**src/rtl/phase_acc_pkg.sv**
```systemverilog
// Shared types and defaults for the phase accumulator.
package phase_acc_pkg;

  localparam int ACC_W_DEF = 32;

  typedef enum logic [1:0] {
    IDLE = 2'd0,
    ADJ  = 2'd1,
    DONE = 2'd2
  } state_e;

endpackage

```
**src/rtl/phase_acc.sv**
```systemverilog
// Phase accumulator with adjust-window frequency correction and optional snapshot.
// Snapshot logic is built only when PHASE_ACC_SNAP_EN is defined.
module phase_acc
  import phase_acc_pkg::*;
#(
  parameter int ACC_W = ACC_W_DEF
) (
  input  logic             clk,
  input  logic             reset,
  input  logic [ACC_W-1:0] freq,
  input  logic             freq_load,
  input  logic [ACC_W-1:0] freq_add,
  input  logic             adj_active,
  input  logic             adj_ready,
  input  logic             sync_clr,
  input  logic             snap_req,
  output logic [ACC_W-1:0] phase,
  output logic [ACC_W-1:0] shift_acc,
  output logic [ACC_W-1:0] snap_phase,
  output logic             snap_valid,
  output logic             busy,
  output logic             done
);

  logic [ACC_W-1:0] phase_q, phase_d;
  logic [ACC_W-1:0] f_reg_q, f_reg_d;
  logic [ACC_W-1:0] shift_acc_q, shift_acc_d;
  logic [ACC_W-1:0] add_term;
  state_e           state_q, state_d;

  always_comb begin
    f_reg_d  = freq_load ? freq : f_reg_q;
    add_term = adj_active ? freq_add : '0;
    // Clear wins over the increment; f_reg load is independent of it.
    phase_d  = sync_clr ? '0 : (phase_q + f_reg_q + add_term);
  end

  always_comb begin
    state_d     = state_q;
    shift_acc_d = shift_acc_q;
    case (state_q)
      IDLE: begin
        if (adj_active) begin
          state_d     = ADJ;
          shift_acc_d = freq_add;
        end
      end
      ADJ: begin
        shift_acc_d = shift_acc_q + add_term;
        if (adj_ready || !adj_active) state_d = DONE;
      end
      DONE:    state_d = IDLE;
      default: state_d = IDLE;
    endcase
  end

  always_ff @(posedge clk) begin
    if (reset) begin
      phase_q     <= '0;
      f_reg_q     <= '0;
      shift_acc_q <= '0;
      state_q     <= IDLE;
    end else begin
      phase_q     <= phase_d;
      f_reg_q     <= f_reg_d;
      shift_acc_q <= shift_acc_d;
      state_q     <= state_d;
    end
  end

  assign phase     = phase_q;
  assign shift_acc = shift_acc_q;
  assign busy      = (state_q == ADJ);
  assign done      = (state_q == DONE);

`ifdef PHASE_ACC_SNAP_EN
  logic [ACC_W-1:0] snap_phase_q, snap_phase_d;
  logic             snap_valid_q, snap_valid_d;

  // Captures the pre-edge phase, so a coincident sync_clr does not affect it.
  always_comb begin
    snap_phase_d = snap_req ? phase_q : snap_phase_q;
    snap_valid_d = snap_req;
  end

  always_ff @(posedge clk) begin
    if (reset) begin
      snap_phase_q <= '0;
      snap_valid_q <= 1'b0;
    end else begin
      snap_phase_q <= snap_phase_d;
      snap_valid_q <= snap_valid_d;
    end
  end

  assign snap_phase = snap_phase_q;
  assign snap_valid = snap_valid_q;
`else
  logic unused_snap_req;
  assign unused_snap_req = snap_req;
  assign snap_phase      = '0;
  assign snap_valid      = 1'b0;
`endif

endmodule

```
**config.mk**
```make
export PLATFORM = sky130hd
export DESIGN_NAME = phase_acc
export DESIGN_NICKNAME = d
export VERILOG_FILES = /design/src/rtl/phase_acc_pkg.sv /design/src/rtl/phase_acc.sv
export SDC_FILE = /design/constraint.sdc
export NUM_CORES = 1
export LEC_CHECK = 0
export CORE_ASPECT_RATIO = 1.1
export CORE_UTILIZATION = 57
export CTS_CLUSTER_DIAMETER = 40
export DETAILED_ROUTE_END_ITERATION = 8
export MAX_ROUTING_LAYER = met4
export PLACE_DENSITY_LB_ADDON = 0.05
export SYNTH_ARGS = -nofsm -noshare
export SYNTH_HDL_FRONTEND = slang
export SYNTH_SLANG_ARGS = --single-unit
```
**constraint.sdc**
```tcl
create_clock -name clk -period 7.2 [get_ports clk]
set_clock_uncertainty 0.05 [all_clocks]
set_input_delay 1.08 -clock clk [delete_from_list [all_inputs] [get_ports clk]]
set_output_delay 1.08 -clock clk [all_outputs]
set_load 0.05 [all_outputs]
```
### After elaboration in Yosys (flattened, before gate mapping)

Cells that the tools add are included.

* $add $sub $neg: 3
* reductions and logical operators: 7
* muxes and demuxes: 6
* eq/ne operators: 4

Operators with widths (number)
* $add 32x32->32: 3
* $mux 32: 2
* $pmux 32 s2: 1
* $mux 2: 2
* $pmux 2 s2: 1
* $reduce_and 2->1: 2
* $eq 2x1->1 const B: 1
* $eq 2x2->1 const B: 1
* $logic_not 2->1: 1
* $ne 2x1->1 const B: 1
* $ne 2x2->1 const B: 1
* $reduce_bool 2->1: 1
* $reduce_or 2->1: 1
* $logic_not 1->1: 1
* $logic_or 1x1->1: 1

* register bits: 98
* logic and storage cells: 24
* input bits: 71

### Logic depth before layout (Yosys ltp)

* depth in word-level cells: 4
* depth in mapped cells: 15
* depth with buffers taken out: 12

### Worst setup path after synthesis

No wires, ideal clock.

* path kind: input port to flip-flop
* start point: input adj_active
* end point: register phase_q[25], in the netlist phase[25]
* data arrival time: 4312 ps
* path slack: 2717 ps
* path buffers: 2
* stages on the path: 13
* data required time: 7029 ps
* path through: clkbuf_1 clkbuf_1 and2_1 fa_1 ha_1 fa_1 a21o_1 a2111oi_4 nor3_4 o31a_2 a211oi_2 o21bai_1 mux2i_1

* longest elaborated chain between the ends: 2

RTL lines
* start: declaration: RTL line phase_acc.sv:13 `input logic adj_active,`
* $mux 32: RTL line phase_acc.sv:33 `add_term = adj_active ? freq_add : '0;`
* $add 32x32->32: RTL line phase_acc.sv:35 `phase_d = sync_clr ? '0 : (phase_q + f_reg_q + add_term);`
* end signal: assignment: RTL line phase_acc.sv:64 `phase_q <= phase_d;`
* end: declaration: RTL line phase_acc.sv:25 `logic [ACC_W-1:0] phase_q, phase_d;`

Every way passes these cells.
A chain may end at the register's enable or synchronous reset.

### Worst setup path in the final report

* start point: input adj_active
* end point: register phase_q[31], in the netlist phase[31]

Same word-level chain as after synthesis.

==> results_dict.tcl <==
set metrics [dict create \
    htreeDepth 3 \
    yosys.area.top_type "dfxtp_1" \
    p_int_w 0.00117 \
    drc_errors 0 \
    grt_pass1_vias 6968 \
    setup_tns_ns 0 \
    rows 45 \
    ys_types 73 \
    place_ws_ns 2.06 \
    drtIter0Drc 432 \
    p_leak_nw 4.25 \
    pwr-share-clk 0.255 \
    ys_top_cells_by_count "98 x dfxtp_1, 89 x nor2_1, 72 x a21oi_1" \
    cts_resized 0 \
    die_w_um 115 \
    critPathSlowestCell "clkdlybuf4s50_1" \
    num_vias 7216 \
    slowest_delay_ns 0.64 \
    grt_max_degree 63 \
    worst-endpoint-required_ns 7.43 \
    switchingPower_w 0.000764 \
    crit_buf_inv 2 \
    top_level_ports 170 \
    dp_hpwl_um 16900 \
    reg2reg_slack_ns 3.72 \
    yosys_warnings 0 \
    switching_share 0.394 \
    period_minus_slack_ns 4.86 \
    cp_max_fo 16 \
    p_seq_frac 0.330 \
    fin_area_mm2 0.00963 \
    postLayoutSetupSlackWorst_ns 2.34 \
    rsz0062_at_grt "no" \
    clockBufferDepth 2 \
    place_congestion 0.958 \
    syn_to_final_growth_pct 19.4 \
    yosysMostFrequentCell "dfxtp_1" \
    dieHeight_um 127 \
    yosysSeqAreaShare 0.243 \
    start_util 0.585 \
    worstPathArrival_ns 5.09 \
    ys_ff_latch 98 \
    setup_violations 0 \
    worst_setup_path_start_kind "primary input" \
    grt.overflow.total 0 \
    drive_gt1_frac 0.0374 \
    worst_pin_slew_ns 1.11 \
    drv_cap 0 \
    io_buffers 135 \
    routed_wl_um 21800 \
    whs_endpoint "f_reg_q[31]" \
    postCtsSetupBuffers 0 \
    relSlewSlack 0.258 \
    place_area_mm2 0.00934 \
    drtAntennaViolNets 0 \
    finalCritPeriodShare 0.674 \
    grt_pass1_wl_um 34900 \
    cts_root_buffer "clkbuf_16" \
    endpoint_kind "register" \
    cp_top_family "simple AND/OR/NAND/NOR gates" \
    hold_class "reg2reg" \
    ys.flop_type "dfxtp_1" \
    synthDominantCellAreaShare 0.243 \
    synth_area_mm2 0.00807 \
    syn_inst 937 \
    clk_pin_slew_ns 0.07 \
    power.density_mw_per_mm2 201 \
    min_from "f_reg_q[31]" \
    clkLatencyLatePin_ns 0.35 \
    hold_depth 2 \
    crit_type "in2reg" \
    viasPerCell 5.86 \
    antennaDiodeCount 0 \
    avgSynthCellArea_um2 8.61 \
    async_reset_ff_frac 0 \
    cts_tree "done" \
    cp_cell_sequence "clkdlybuf4s50_1, buf_4, and2_1, fa_1, ha_1, nand2_1, or4_4, nor3_4, o31ai_2, o31a_1, o21ai_2, mux2i_1" \
    status "complete, no violations" \
    synth_area_leaders "dfxtp_1 24%, ha_1 9.5%, fa_1 8.2%" \
    final_max_slew_viol_count 0 \
    p_comb_frac 0.415 \
    rr_startpoint "phase[1]" \
    nets 1205 \
    cts_sinks 98 \
    ctsHoldBuffers 0 \
    finalCoreUtilization 0.698 \
    rr_worst_depth 10 \
    timing.fmax_mhz 206 \
    numCtsBuffers 9 \
    irDropWorstVdd_mv 0.140 \
    antenna_found_initial 0 \
    dr.pass1.iters 4 \
    grtUsageTotal 0.321 \
    routedWlPerCell_um 17.7 \
    synth-edff-count 0 \
    worstReg2RegEnd "phase[25]" \
    fp.dieArea_mm2 0.0146 \
    coreArea_mm2 0.0138 \
    finalHoldViolations 0 \
]
## how the worst max path moves through the flow
stage | start | to | cells after the start
floorplan | adj_active | phase[25] | 13
global placement | adj_active | phase[31] | 12
finish | adj_active | phase[31] | 12
global route | adj_active | phase[28] | 12
detailed placement | adj_active | phase[31] | 12
CTS | adj_active | phase[31] | 12
## cells in the final DEF (no fill, tap or decap), types with 6 or more instances in the layout
master and count:
a31oi_1 11, and3_1 9, inv_1 19, a21o_1 25, nand3_1 17, o22ai_1 8
and2_1 41, clkdlybuf4s50_1 133, clkbuf_16 9, o21bai_1 9, nand2_1 54, fa_1 33
xnor2_1 18, nor3_1 15, mux2i_1 59, a211o_1 8, o211ai_1 9, o21ai_0 30
a211oi_1 24, o21a_1 15, buf_4 6, ha_1 61, dfxtp_1 98, a21oi_1 72
nor2_1 89, nand2b_1 20, conb_1 33, nor2b_1 8, xor2_1 20, a221oi_1 6
nand4_1 12
## flip-flops by register name, summed over array words and instances, names as in the netlist
register,count
f_reg_q,32
phase,32
state_q,2
shift_acc,32
## stage by stage
stage	instances	power, W	hold WS, ns
after CTS	1232	0.00194	0.472
after global routing	1232	0.00204	0.489
final	1232	0.00194	0.477
after detailed placement	1217	0.00144	0.456
after floorplan	969	0.00125	0.410
after global placement	1217	0.00144	0.451
## cell families after synthesis
logic type,count (synthesis),synth area share
AND/OR/NAND/NOR,292,0.182
AO/OA/AOI/OAI,255,0.216
buffers and inverters,100,0.0678
flip-flops,98,0.243
adder cells (fa/ha/maj),94,0.177
multiplexers,59,0.0732
XOR/XNOR,38,0.0413
other,1,0.000465
## power groups by stage
stage | sequential, W | clock, W | combinational, W
2_1_floorplan | 0.000765 | 0 | 0.000481
3_3_place_gp | 0.000651 | 0 | 0.000787
3_5_place_dp | 0.000651 | 0 | 0.000793
4_1_cts | 0.000639 | 0.000501 | 0.000799
5_1_grt | 0.000645 | 0.000522 | 0.000870
6_report | 0.000638 | 0.000494 | 0.000804
## worst reg2reg max path, stage by stage, from the launching register on
cell,delay [ns]
dfxtp_1,0.33
fa_1,0.48
ha_1,0.24
fa_1,0.40
a21o_1,0.23
a2111oi_4,0.48
nor3_4,0.09
o31a_2,0.40
a211oi_2,0.32
o21bai_1,0.18
mux2i_1,0.15
## metal layers
layer	track usage	part of all wire
met1	0.396	0.44
met5	-	0
met2	0.519	0.46
met4	0.149	0.038
met3	0.0416	0.058
## cell type report
cell class	count	area, um2
multi-input combinational	771	5690
fill	1166	4160
sequential	98	1960
timing repair buffer	141	1390
clock buffer	12	246
tap	188	235
inverter	19	71.3
clock inverter	3	47.5
(Power assumes the default switching activity.)
